--- src/rtl/bif_bctl_cycle_seq.sv ---
// Purpose : BIF bus-cycle sequencer; turns re-timed bus strobes into latch strobes, grants and status.
// Latency : LATCH_ADDR one cycle after the BDAP50_n fall; pulses register one cycle after their transition.
// Backpres: none; the bus owns the pace, and WAIT_RDY is bounded by the ready-timeout counter.
//
// Ports:
//   OSC, CLEAR            clock and synchronous active-high reset
//   BDAP50_n ... BLOCK25_n re-timed active-low bus strobes (already synchronous to OSC)
//   CLR_PERR              clears the sticky parity flag
//   LATCH_ADDR/LATCH_DATA one-cycle datapath latch strobes
//   DIR_IN                direction captured in ADDR (1 = read toward CPU)
//   CYCLE_ACTIVE          any bus-cycle state
//   CYCLE_DONE/ABORT/BUS_TIMEOUT  one-cycle completion pulses
//   PARITY_ERR, REFGNT, SEMGNT    status and grants
//   STATE                 encoded state for debug
module bif_bctl_cycle_seq #(
    parameter int              TO_W           = 8,
    parameter logic [TO_W-1:0] TIMEOUT_CYCLES = 8'd200
) (
    input  logic       OSC,
    input  logic       CLEAR,
    input  logic       BDAP50_n,
    input  logic       BDRY25_n,
    input  logic       BDRY50_n,
    input  logic       BINPUT50_n,
    input  logic       BPERR50_n,
    input  logic       REFRQ50_n,
    input  logic       SEMRQ50_n,
    input  logic       BLOCK25_n,
    input  logic       CLR_PERR,
    output logic       LATCH_ADDR,
    output logic       LATCH_DATA,
    output logic       DIR_IN,
    output logic       CYCLE_ACTIVE,
    output logic       CYCLE_DONE,
    output logic       ABORT,
    output logic       BUS_TIMEOUT,
    output logic       PARITY_ERR,
    output logic       REFGNT,
    output logic       SEMGNT,
    output logic [2:0] STATE
);

    typedef enum logic [2:0] {
        S_IDLE    = 3'd0,
        S_ADDR    = 3'd1,
        S_WAIT    = 3'd2,
        S_DATA    = 3'd3,
        S_END     = 3'd4,
        S_TMO     = 3'd5,
        S_REFRESH = 3'd6
    } state_e;

    state_e            state_q, state_d;
    logic              dap_prev_q;
    logic              pending_q, pending_d;
    logic [TO_W-1:0]   cnt_q, cnt_d;
    logic              dir_in_q;
    logic              perr_q;
    logic              semgnt_q;
    logic              done_q, abort_q, tmo_q;
    logic              dap_fall;

    assign dap_fall = dap_prev_q & ~BDAP50_n;

    // State register
    always_ff @(posedge OSC) begin
        if (CLEAR) begin
            state_q <= S_IDLE;
        end else begin
            state_q <= state_d;
        end
    end

    // Next-state logic
    always_comb begin
        state_d = state_q;
        case (state_q)
            S_IDLE: begin
                // A bus cycle (new or deferred behind a refresh) beats a refresh request.
                if (dap_fall || (pending_q && !BDAP50_n)) begin
                    state_d = S_ADDR;
                end else if (!REFRQ50_n && BDAP50_n && BLOCK25_n) begin
                    state_d = S_REFRESH;
                end
            end
            S_ADDR:  state_d = S_WAIT;
            S_WAIT: begin
                if (BDAP50_n) begin
                    state_d = S_IDLE;
                end else if (!BDRY25_n && !BDRY50_n) begin
                    // Both samples must agree so a one-cycle BDRY25_n glitch is ignored.
                    state_d = S_DATA;
                end else if (cnt_q == '0) begin
                    state_d = S_TMO;
                end
            end
            S_DATA:  state_d = S_END;
            S_END: begin
                if (BDAP50_n && BDRY50_n) state_d = S_IDLE;
            end
            S_TMO: begin
                if (BDAP50_n) state_d = S_IDLE;
            end
            S_REFRESH: begin
                if (REFRQ50_n) state_d = S_IDLE;
            end
            default: state_d = S_IDLE;
        endcase
    end

    // Counter and pending-cycle next state
    always_comb begin
        cnt_d     = cnt_q;
        pending_d = pending_q;
        if (state_q == S_ADDR) begin
            cnt_d = TIMEOUT_CYCLES;
        end else if (state_q == S_WAIT && state_d == S_WAIT && cnt_q != '0) begin
            cnt_d = cnt_q - TO_W'(1);
        end
        if (state_d == S_ADDR) begin
            pending_d = 1'b0;
        end else if (state_q == S_REFRESH && dap_fall) begin
            pending_d = 1'b1;
        end else if (state_q == S_IDLE && BDAP50_n) begin
            // The deferred cycle went away while refresh was running.
            pending_d = 1'b0;
        end
    end

    // Datapath and status registers
    always_ff @(posedge OSC) begin
        if (CLEAR) begin
            dap_prev_q <= 1'b1;
            pending_q  <= 1'b0;
            cnt_q      <= '0;
            dir_in_q   <= 1'b0;
            perr_q     <= 1'b0;
            semgnt_q   <= 1'b0;
            done_q     <= 1'b0;
            abort_q    <= 1'b0;
            tmo_q      <= 1'b0;
        end else begin
            dap_prev_q <= BDAP50_n;
            pending_q  <= pending_d;
            cnt_q      <= cnt_d;
            if (state_q == S_ADDR) begin
                dir_in_q <= ~BINPUT50_n;
            end
            // A new error in DATA outranks a simultaneous clear.
            if (state_q == S_DATA && !BPERR50_n) begin
                perr_q <= 1'b1;
            end else if (CLR_PERR) begin
                perr_q <= 1'b0;
            end
            if (SEMRQ50_n) begin
                semgnt_q <= 1'b0;
            end else if (state_q == S_IDLE && BLOCK25_n) begin
                semgnt_q <= 1'b1;
            end
            done_q  <= (state_q == S_END)  && (state_d == S_IDLE);
            abort_q <= (state_q == S_WAIT) && (state_d == S_IDLE);
            tmo_q   <= (state_q == S_WAIT) && (state_d == S_TMO);
        end
    end

    // Output decode
    always_comb begin
        LATCH_ADDR   = (state_q == S_ADDR);
        LATCH_DATA   = (state_q == S_DATA);
        CYCLE_ACTIVE = (state_q == S_ADDR) || (state_q == S_WAIT) || (state_q == S_DATA) ||
                       (state_q == S_END)  || (state_q == S_TMO);
        REFGNT       = (state_q == S_REFRESH);
        DIR_IN       = dir_in_q;
        CYCLE_DONE   = done_q;
        ABORT        = abort_q;
        BUS_TIMEOUT  = tmo_q;
        PARITY_ERR   = perr_q;
        SEMGNT       = semgnt_q;
        STATE        = state_q;
    end

endmodule

--- config.mk ---
export PLATFORM = sky130hd
export DESIGN_NAME = bif_bctl_cycle_seq
export DESIGN_NICKNAME = d
export VERILOG_FILES = /design/src/rtl/bif_bctl_cycle_seq.sv
export SDC_FILE = /design/constraint.sdc
export NUM_CORES = 1
export LEC_CHECK = 0
export CAP_MARGIN = 20
export CORE_ASPECT_RATIO = 1.25
export CORE_MARGIN = 1
export CORE_UTILIZATION = 50
export CTS_BUF_LIST = sky130_fd_sc_hd__clkbuf_4 sky130_fd_sc_hd__clkbuf_8
export DETAILED_ROUTE_END_ITERATION = 10
export PLACE_DENSITY = 0.81
export SLEW_MARGIN = 20
export SYNTH_ARGS = -nofsm -noshare
export SYNTH_HDL_FRONTEND = slang
export SYNTH_SLANG_ARGS = --single-unit
export TNS_END_PERCENT = 30
--- constraint.sdc ---
create_clock -name OSC -period 2.64 [get_ports OSC]
set_clock_uncertainty 0.05 [all_clocks]
set_input_delay 0.528 -clock OSC [delete_from_list [all_inputs] [get_ports OSC]]
set_output_delay 0.528 -clock OSC [all_outputs]
set_load 0.05 [all_outputs]
==> flow_metrics.py <==
metrics = {
    "status": {
        "status": "completed",
    },
    "synthesis": {
        "synth_top_area_share_pct": 39.3,
        "synth_ff_type": "dfxtp_1",
        "syn_nets": 124,
        "synth_commonest_cells": "dfxtp_1 (19), nor2_1 (11), inv_1 (8)",
        "syn_inst": 112,
        "yosysSeqAreaShare_pct": 39.3,
        "synth-edff-count": 0,
        "mappedNetlistArea_sq_um": 968,
        "synth.most_common_cell": "dfxtp_1",
        "ys_seq_elements": 19,
        "avgSynthCellArea_sq_um": 8.65,
        "ys_top_cells_by_area": "dfxtp_1 (39%), nor2_1 (4.3%), or2_2 (3.9%), o21ai_0 (3.6%), a21oi_1 (3.1%)",
        "async_flop_share_pct": 0,
        "ys_warn_count": 0,
        "synth_top_area_cell": "dfxtp_1",
        "yosysUniqueCellTypes": 39,
    },
    "route": {
        "drc": 0,
        "dr_wl_met2_um": 1060,
        "top_layer": "met4",
        "wire_per_inst_um": 13.0,
        "wl_met1_um": 892,
        "met3_length_um": 52,
        "vias_per_cell": 5.56,
        "dr.pass1.iters": 4,
        "antenna_left": 0,
        "dr_total_vias": 878,
        "wl_um": 2060,
        "drt_iter0_drc": 5,
    },
    "sta": {
        "setup_viol": 0,
        "worst_slew_pin_slew_ps": 522,
        "slew_headroom_pct": 65.1,
        "final_hold_viol_count": 0,
        "min_period_over_period_pct": 93.8,
        "rsz0062_at_grt": "no",
        "clock.fmax_mhz": 404,
        "tns_ps": 0,
        "period_needed_ps": 2480,
        "slew_viol_final": 0,
    },
    "clock_tree": {
        "tritoncts": "done",
        "cts_setup_buffers": 0,
        "cts_buffer_depth": 2,
        "clock_sinks": 19,
        "clk-insertion-delay-late_ps": 300,
        "clk_pin_slew_ps": 100,
        "cts_buffers": 3,
        "cts_root_buffer": "clkbuf_4",
        "htree_levels": 1,
        "cts_hold_buffers": 0,
    },
    "grt": {
        "grtUsageTotal_pct": 23.5,
        "grt_pass1_wl_um": 3400,
        "grt_max_degree": 13,
        "grt_overflow_total": 0,
        "grt_antenna_before_repair": 0,
        "grt_pass1_vias": 829,
    },
    "critical_path": {
        "critPathArrivalTime_ps": 1900,
        "rrSetupSlack_ps": 500,
        "start_kind": "register",
        "worstPathRequired_ps": 2060,
        "startpoint": "STATE[0]",
        "r2r-end": "cnt_q[1]",
        "r2r_start": "cnt_q[0]",
        "worst_setup_path_end_kind": "output port",
        "reg2reg_depth": 7,
        "setup.worst_path.end": "REFGNT",
        "path_max_fanout": 12,
        "worst-setup-path-type": "reg -> out",
    },
    "power": {
        "power.total_uw": 682,
        "peakVddDrop_v": 0.000389,
        "leakage_uw": 0.000526,
        "powerDensity_nw_per_um2": 541,
    },
    "finish": {
        "finalInstanceArea_sq_um": 1260,
        "antenna_cells": 0,
        "layout.nets": 152,
        "area_growth_pct": 30.2,
        "n_fill_cell": 153,
        "drive_above_1_share_pct": 16.5,
    },
    "floorplan": {
        "die_y_um": 51.2,
        "fp.dieArea_sq_um": 2120,
        "initial_core_util_pct": 54.2,
        "io-pin-count": 24,
        "dieWidth_um": 41.4,
        "rows": 17,
        "fp.coreArea_sq_um": 1790,
    },
    "hold_path": {
        "worstHoldPathType": "reg -> reg",
    },
    "placed_design": {
        "placed_area_sq_um": 1230,
        "detailedPlacementHpwl_um": 1610,
        "globalplace.congestion": 0.781,
        "port_buffers": 23,
    },
    "job": {
        "maxCapViolations": 0,
    },
}
==> cell usage in the layout, fill, tap and decap left out, types with 2 or more instances in the layout <==
cell             synthesis  layout
nor2_1                  11      11
nand2_1                  6       6
clkdlybuf4s50_1          0      20
o211ai_1                 2       2
nor4_1                   2       2
or2_2                    6       6
a21oi_1                  6       6
dlymetal6s2s_1           0       2
nand3b_1                 2       2
o31ai_1                  4       4
nand2b_1                 2       2
buf_4                    0       6
a211o_1                  2       2
a31oi_1                  4       4
inv_1                    8       8
or4_1                    4       4
clkbuf_4                 0       3
dfxtp_1                 19      19
or3_1                    2       2
o21ai_0                  7       7
==> power breakdown <==
group	switching (uW)	total [uW]	internal [uW]
logic	122	213	90.8
registers	19.5	323	304
clock network	89.7	146	56.5
==> metal layers <==
metal | GRT usage [%] | up-vias
met2 | 39.8 | 14
met1 | 26.5 | 403
met3 | 2.61 | 4
met5 | 0 | -
met4 | 12.9 | 0
li1 | - | 457
==> metrics by stage <==
step	util (%)	setup slack [ps]	hold WS (ps)	std cells
floorplan	-	554	397	112
global placement	68.8	292	407	154
detailed placement	68.8	221	421	154
CTS	70.3	50.8	435	158
global route	70.6	38.7	456	158
finish	70.6	163	435	158
==> registers in the layout, indices dropped and copies added (netlist names) <==
name,flops
SEMGNT,1
pending_q,1
BUS_TIMEOUT,1
PARITY_ERR,1
CYCLE_DONE,1
STATE,3
DIR_IN,1
ABORT,1
dap_prev_q,1
cnt_q,8
==> how the worst min path moves through the flow <==
stage / startpoint / slack [ps] / endpoint / depth (start not counted)
3_3_place_gp: pending_q / 410 / pending_q / 2
3_5_place_dp: pending_q / 420 / pending_q / 2
4_1_cts: pending_q / 430 / pending_q / 2
6_report: pending_q / 440 / pending_q / 2
5_1_grt: pending_q / 460 / pending_q / 2
2_1_floorplan: pending_q / 400 / pending_q / 2
==> timing repair <==
item,CTS,global route
gates resized for setup,0,2
endpoints found under the setup margin,0,2
hold endpoints to repair,0,0
==> cell type report <==
type                    instances  area, sq um  area share [%]
inverters                       8         30.0            2.38
clock inverters                 1         5.00           0.397
well taps                      19         23.8            1.88
multi-input cells              80          529            42.0
repair buffers                 28          270            21.4
flip-flops and latches         19          380            30.2
clock buffers                   3         22.5            1.79
==> worst max-delay path: stages, from the launching register on <==
cell             delay [ps]
dfxtp_1                 450
nor2b_1                 200
nand2_1                  90
inv_1                    70
clkdlybuf4s50_1         790
==> cells by family (layout without fill, tap and decap cells) <==
group                      count (synthesis)  after routing  share of synthesized area, %
buffers and inverters                     13             40                          6.07
AOI/OAI and AO/OA                         32             32                          22.2
DFF                                       19             19                          39.3
adders and majority gates                  1              1                          1.29
and+or+nand+nor                           45             45                          29.1
xor gates and xnor gates                   1              1                         0.905
muxes                                      1              1                          1.16
Power figures use the tool's default switching activity.
